`src/rtl/instruction_fetch.sv`:
```
// RV32I fetch stage: owns the PC, keeps one instruction-memory request in flight and
// hands {out_instr, out_pc, out_valid} to decode, honouring stall and execute redirects.
module instruction_fetch #(
    parameter logic [31:0] RESET_PC  = 32'h0000_0000,
    parameter logic [31:0] NOP_INSTR = 32'h0000_0013
) (
    input  logic        clk,
    input  logic        rst,
    input  logic        stall,
    input  logic        redirect_valid,
    input  logic [31:0] redirect_pc,
    output logic        imem_req,
    output logic [31:0] imem_addr,
    input  logic        imem_ready,
    input  logic        imem_rvalid,
    input  logic [31:0] imem_rdata,
    output logic [31:0] out_instr,
    output logic [31:0] out_pc,
    output logic        out_valid
);

    typedef enum logic [1:0] {
        StFetch,
        StWait,
        StHold
    } state_e;

    state_e      state_q;
    logic [31:0] pc_q;
    logic        drop_q;
    logic [31:0] skid_instr_q;
    logic [31:0] skid_pc_q;
    logic [31:0] out_instr_q;
    logic [31:0] out_pc_q;
    logic        out_valid_q;

    logic        slot_free;
    logic        consumed;
    logic [31:0] pc_inc;
    logic [31:0] redirect_target;

    assign slot_free       = !out_valid_q || !stall;
    assign consumed        = out_valid_q && !stall;
    assign pc_inc          = pc_q + 32'd4;
    assign redirect_target = redirect_pc & 32'hFFFF_FFFC;

    assign imem_req  = (state_q == StFetch) && !rst;
    assign imem_addr = pc_q;

    assign out_instr = out_instr_q;
    assign out_pc    = out_pc_q;
    assign out_valid = out_valid_q;

    always_ff @(posedge clk) begin
        if (rst) begin
            state_q      <= StFetch;
            pc_q         <= RESET_PC;
            drop_q       <= 1'b0;
            skid_instr_q <= NOP_INSTR;
            skid_pc_q    <= 32'h0;
            out_instr_q  <= NOP_INSTR;
            out_pc_q     <= 32'h0;
            out_valid_q  <= 1'b0;
        end else if (redirect_valid) begin
            // Flush the output slot and skid; an in-flight response is marked for discard.
            pc_q        <= redirect_target;
            out_valid_q <= 1'b0;
            out_instr_q <= NOP_INSTR;
            case (state_q)
                StFetch: begin
                    if (imem_ready) begin
                        state_q <= StWait;
                        drop_q  <= 1'b1;
                    end
                end
                StWait: begin
                    if (imem_rvalid) begin
                        state_q <= StFetch;
                        drop_q  <= 1'b0;
                    end else begin
                        drop_q <= 1'b1;
                    end
                end
                default: begin
                    state_q <= StFetch;
                end
            endcase
        end else begin
            // Loads below override this when the slot is refilled on the same edge.
            if (consumed) begin
                out_valid_q <= 1'b0;
                out_instr_q <= NOP_INSTR;
            end
            case (state_q)
                StFetch: begin
                    if (imem_ready) begin
                        state_q <= StWait;
                    end
                end
                StWait: begin
                    if (imem_rvalid) begin
                        if (drop_q) begin
                            drop_q  <= 1'b0;
                            state_q <= StFetch;
                        end else if (slot_free) begin
                            out_instr_q <= imem_rdata;
                            out_pc_q    <= pc_q;
                            out_valid_q <= 1'b1;
                            pc_q        <= pc_inc;
                            state_q     <= StFetch;
                        end else begin
                            skid_instr_q <= imem_rdata;
                            skid_pc_q    <= pc_q;
                            pc_q         <= pc_inc;
                            state_q      <= StHold;
                        end
                    end
                end
                default: begin
                    if (slot_free) begin
                        out_instr_q <= skid_instr_q;
                        out_pc_q    <= skid_pc_q;
                        out_valid_q <= 1'b1;
                        state_q     <= StFetch;
                    end
                end
            endcase
        end
    end

endmodule

```
`config.mk`:
```
export PLATFORM = sky130hd
export DESIGN_NAME = instruction_fetch
export DESIGN_NICKNAME = d
export VERILOG_FILES = /design/src/rtl/instruction_fetch.sv
export SDC_FILE = /design/constraint.sdc
export NUM_CORES = 1
export LEC_CHECK = 0
export BUFFER_PORTS_ARGS = -buffer_cell sky130_fd_sc_hd__buf_2
export CAP_MARGIN = 20
export CORE_MARGIN = 4
export CORE_UTILIZATION = 34
export CTS_CLUSTER_SIZE = 20
export DETAILED_ROUTE_END_ITERATION = 10
export PLACE_DENSITY = 0.5
export REMOVE_ABC_BUFFERS = 1
export SETUP_SLACK_MARGIN = 0.15
export SYNTH_ARGS = -nofsm -noshare
export SYNTH_HDL_FRONTEND = slang
export SYNTH_SLANG_ARGS = --single-unit
```
`constraint.sdc`:
```
create_clock -name clk -period 2.1 [get_ports clk]
set_input_delay 0.42 -clock clk [delete_from_list [all_inputs] [get_ports clk]]
set_output_delay 0.42 -clock clk [all_outputs]
set_load 0.1 [all_outputs]
```
==> results_dict.tcl, run 1 <==
set metrics [dict create \
    period_share 0.897 \
    status "finished, final reports clean" \
    fin_skew_ns 0.0120 \
    path_cells "buf_2" \
    hold_buffers 0 \
    synth_top_family_by_area "simple AND/OR/NAND/NOR gates" \
    io_pins 168 \
    port_buffers 161 \
    p_per_area_mw_per_mm2 831 \
    fillers 2278 \
    grt_antenna_before_repair 0 \
    die_h_microns 156 \
    wl_microns 23200 \
    grt_pass1_wl_microns 37100 \
    synth_fa_ha_area_frac 0.00167 \
    slew_headroom 0.555 \
    hpwl_microns 15300 \
    fmax_mhz 531 \
    synth.avg_cell_area_sq_um 7.55 \
    ys_seq_area_frac 0.423 \
    synthFlopType "dfxtp_1" \
    place_ws_ns 0.223 \
    synth_cell_type_count 59 \
    cp.arrival_ns 1.46 \
    netlist.area_leader.share 0.423 \
    setup_viol 0 \
    cp_top_family "flip-flops" \
    synthTopCellsByArea "dfxtp_1, nand2_1, a21oi_1, a311oi_1, clkbuf_1" \
    drt_iter0_drc 474 \
    yosys_register_bits 158 \
    synth-compound-area-share 0.198 \
    synth_edf_count 0 \
    synth_top_area_cell "dfxtp_1" \
    drt.antenna.violating_nets 0 \
    clock_path_buffers 2 \
    clkLatencyLatePin_ns 0.42 \
    ys_top_cells_by_count "nand2_1, dfxtp_1, a21oi_1" \
    path_clk_slew_ns 0.06 \
    synth-simple-area-share 0.273 \
    drv_cap 0 \
    worst-path-buf-inv 1 \
    areaGrowthSynthToFinish_pct 25.5 \
    hold_class "input pin to register" \
    synthXorXnorAreaFrac 0.0304 \
    rsz0062_at_grt "false" \
    die-area_sq_mm 0.0244 \
    cts_sinks 158 \
    num_antenna_cells 0 \
    drt_drc_violations_left 0 \
    grtUsageTotal 0.189 \
    core-area_sq_mm 0.0218 \
    final_util 0.432 \
    post_cts_buffers 0 \
    wl_per_cell_microns 16.2 \
    fin_area_sq_mm 0.00939 \
    vias_per_cell 5.06 \
    netlist_area_sq_mm 0.00748 \
    ir_worst_vdd_mv 0.394 \
    slew_violations 0 \
    cp.required_ns 1.68 \
    worst_pin_slew_ns 0.667 \
    vias 7258 \
    dp.cells 1401 \
    ys_warn_count 0 \
    tritoncts "built" \
    grt_pass1_vias 6833 \
    critPathSlowestCell "dfxtp_1" \
    die_width_microns 156 \
    first_pass_iters 9 \
    hold_viol 0 \
    layout-drive-gt1-share 0.232 \
    rows 54 \
    end_kind "primary output" \
    final_cells 1433 \
    critPathLaunchType "register" \
    synth_mux_area_frac 0.00669 \
    gp_congestion 0.775 \
    min_period_ns 1.88 \
    syn_inst 991 \
    synth_most_common_cell "nand2_1" \
    async_reset_ff_frac 0 \
    leakage_nw 3.65 \
    crit_path_max_fanout 8 \
    max_stage_delay_ns 0.55 \
    grt_max_degree 62 \
    criticalPathCategory "register to primary output" \
    start_util 0.344 \
    overflow 0 \
    setup-tns-final_ns 0 \
    numCtsBuffers 17 \
    place_area_sq_mm 0.00872 \
    root_buffer "clkbuf_16" \
    fin_nets 1211 \
    h-tree-depth 4 \
    final.setup.worst_slack_ns 0.215 \
]
logic make-up after synthesis:
kind of cell | count (synthesis)
AND/OR/NAND/NOR | 453
AO/OA/AOI/OAI | 238
flip-flops | 158
buffers and inverters | 109
XOR/XNOR | 26
multiplexers | 5
adder cells (fa/ha/maj) | 1
other | 1
routing by layer:
| layer | global-route usage | wire length, microns |
|---|---|---|
| met1 | 0.266 | 10900 |
| met2 | 0.298 | 10900 |
| met3 | 0.0296 | 1100 |
| met4 | 0.0566 | 321 |
| met5 | 0 | 0 |
worst paths after layout:
kind | slack [ns] | endpoint | startpoint | depth (start not counted)
setup / recovery | 0.22 | imem_addr[16] | imem_addr[16] | 1
hold / removal | 0.24 | skid_instr_q[4] | imem_rdata[4] | 3
setup reg to reg | 0.32 | imem_addr[28] | imem_addr[5] | 5
hold reg to reg | 0.45 | skid_pc_q[19] | skid_pc_q[19] | 2
registers in the layout, summed over array words and instances, names as in the netlist:
name / flops
imem_addr: 30
out_valid: 1
out_pc: 30
out_instr: 32
skid_pc_q: 30
state_q: 2
drop_q: 1
skid_instr_q: 32
power breakdown:
part / switching, mW / internal (mW)
Combinational: 0.912 / 0.278
Sequential: 0.0713 / 3.07
Clock: 1.31 / 2.16
Total: 2.30 / 5.50
per-stage QoR:
stage | total power, mW | hold slack [ns]
floorplan | 3.99 | 0.431
CTS | 7.88 | 0.219
global placement | 4.40 | 0.442
finish | 7.80 | 0.240
global route | 8.08 | 0.236
detailed placement | 4.40 | 0.447
cell usage in the layout (no fill, tap or decap), types with 3 or more instances in the layout:
| master | count |
|---|---|
| o21a_1 | 19 |
| nor4_1 | 4 |
| o21ai_0 | 4 |
| a21oi_1 | 143 |
| nand3_1 | 31 |
| inv_1 | 23 |
| xor2_1 | 14 |
| and4_1 | 4 |
| a21o_1 | 20 |
| xnor2_1 | 12 |
| clkbuf_16 | 17 |
| mux2i_1 | 5 |
| nor2_1 | 55 |
| conb_1 | 4 |
| nor3_4 | 5 |
| o221ai_1 | 3 |
| nand3b_1 | 5 |
| nor4_2 | 5 |
| a311oi_1 | 30 |
| nand2_1 | 297 |
| buf_2 | 158 |
| and2_1 | 3 |
| nor2b_1 | 5 |
| nor3_1 | 9 |
| buf_4 | 49 |
| bufinv_16 | 5 |
| dfxtp_1 | 158 |
| inv_6 | 3 |
| a222oi_1 | 8 |
| buf_12 | 5 |
| nand4_1 | 9 |
timing repair:
| item | CTS | global route |
|---|---|---|
| setup endpoints to repair | 2 | 1 |
| pin swaps | 0 | 0 |
| gates resized for setup | 2 | 1 |
layout make-up:
class,count,area (sq um),area share
Sequential cell,158,3160,0.337
Clock buffer,20,447,0.0476
Multi-Input combinational cell,727,3880,0.413
Timing Repair Buffer,212,1260,0.134
Tap cell,280,350,0.0373
Clock inverter,12,206,0.0220
Inverter,24,90.1,0.00959
No activity file was read; power rests on OpenSTA's default activity.
==> run 2, diff against run 1 <==
==> constraint.sdc (replaced) <==
create_clock -name clk -period 2.4 [get_ports clk]
set_input_delay 0.48 -clock clk [delete_from_list [all_inputs] [get_ports clk]]
set_output_delay 0.48 -clock clk [all_outputs]
set_load 0.1 [all_outputs]
==> run 2 against run 1 <==
Compared with the run above:
- flip-flop and latch count unchanged
- hold slack improved by 0.044 ns
- register-to-register slack improved by 0.14 ns
- via count decreased by 1.4%
- die area unchanged
- sequential share of layout area increased by 0.93 points
- critical endpoint is now imem_req
- design area decreased by 2.7%
- largest cell class unchanged
- utilization decreased by 1.2 points
==> results_dict.tcl, run 2 (same netlist as run 1, synthesis figures left out) <==
set metrics [dict create \
    status "finished, final reports clean" \
    fillers 2316 \
    ir_worst_vdd_mv 0.274 \
    hold_viol 0 \
    path_clk_slew_ns 0.07 \
    setup_viol 0 \
    criticalPathCategory "register to primary output" \
    vias_per_cell 5.05 \
    gp_congestion 0.769 \
    wl_per_cell_microns 16.6 \
    die-area_sq_mm 0.0244 \
    slew_headroom 0.476 \
    drv_cap 0 \
    final_common_cell "nand2_1" \
    h-tree-depth 4 \
    cp.arrival_ns 1.71 \
    start_util 0.344 \
    overflow 0 \
    drt_drc_violations_left 0 \
    end_kind "primary output" \
    clock_path_buffers 2 \
    finalPower_mw 6.35 \
    vias 7153 \
    period_share 0.911 \
    die_h_microns 156 \
    port_buffers 161 \
    grt_pass1_vias 6903 \
    min_period_ns 2.19 \
    rows 54 \
    cp.required_ns 1.92 \
    fin_skew_ns 0.0132 \
    fin_nets 1195 \
    numCtsBuffers 17 \
    grt_antenna_before_repair 1 \
    dp.cells 1385 \
    post_cts_resized 0 \
    grtUsageTotal 0.190 \
    p_per_area_mw_per_mm2 695 \
    slew_violations 0 \
    grt_max_degree 71 \
    final.setup.worst_slack_ns 0.214 \
    hpwl_microns 15500 \
    core-area_sq_mm 0.0218 \
    post_cts_buffers 0 \
    mostFrequentLayoutCells "nand2_1, buf_2, dfxtp_1" \
    critPathLaunchType "register" \
    drt.antenna.violating_nets 0 \
    hold_class "input pin to register" \
    first_pass_iters 5 \
    grt_pass1_wl_microns 37100 \
    die_width_microns 156 \
    root_buffer "clkbuf_16" \
    fmax_mhz 457 \
    hold_buffers 0 \
    clkLatencyLatePin_ns 0.43 \
    tritoncts "built" \
    leakage_nw 3.50 \
    crit_path_max_fanout 12 \
    io_pins 168 \
    place_ws_ns 0.434 \
    drt_iter0_drc 400 \
    areaGrowthSynthToFinish_pct 22.2 \
    rsz0062_at_grt "false" \
    worst_pin_slew_ns 0.787 \
    cts_sinks 158 \
    layout-drive-gt1-share 0.221 \
    wl_microns 23500 \
    final_cells 1417 \
]
## run 2: cell count changes in the layout (fill, tap and decap cells not counted), sizes merged
cell | previous run | this run
buf | 212 | 196
bufinv | 5 | 1
clkbuf | 20 | 18
clkinv | 3 | 4
clkinvlp | 1 | 5
diode | 0 | 1
## run 2: layer usage
| metal | part of all wire | GRT usage |
|---|---|---|
| met1 | 0.46 | 0.259 |
| met2 | 0.47 | 0.305 |
| met3 | 0.054 | 0.0326 |
| met4 | 0.018 | 0.0620 |
| met5 | 0 | 0 |
## run 2: area by class of cell
| cell class | instances | area, sq um | area share |
|---|---|---|---|
| multi-input combinational | 727 | 3860 | 0.423 |
| tap | 280 | 350 | 0.0383 |
| inverter | 24 | 90.1 | 0.00986 |
| antenna | 1 | 2.50 | 0.000274 |
| timing repair buffer | 196 | 1120 | 0.123 |
| clock inverter | 13 | 118 | 0.0129 |
| sequential | 158 | 3160 | 0.346 |
| clock buffer | 18 | 429 | 0.0470 |
## run 2: path summary, 6_finish.rpt
kind | from | endpoint | slack, ns | cells past startpoint
worst max-delay path | state_q[1] | imem_req | 0.21 | 2
worst min-delay path | redirect_pc[2] | imem_addr[2] | 0.28 | 3
worst max register to register | state_q[0] | out_instr[3] | 0.46 | 5
worst min register to register | skid_pc_q[20] | skid_pc_q[20] | 0.45 | 2
## run 2: report_power, final
part | internal (mW) | leakage [nW] | total [mW] | switching (mW)
Combinational | 0.220 | 1.97 | 0.998 | 0.778
Clock | 1.43 | 0.255 | 2.59 | 1.16
Sequential | 2.68 | 1.28 | 2.77 | 0.0813
Total | 4.33 | 3.50 | 6.35 | 2.02
## run 2: stage by stage
step	hold slack [ns]	TNS (ns)	util	area [sq um]
global route	0.283	0	0.420	9140
detailed placement	0.447	0	0.395	8590
finish	0.284	0	0.420	9140
CTS	0.268	0	0.420	9140
floorplan	0.431	-158.86	-	7090
global placement	0.442	0	0.395	8590
## run 2: worst max-delay path: stages, from the launching register on
cell and delay [ns]:
dfxtp_1 0.44, nor3_1 0.35, buf_2 0.49
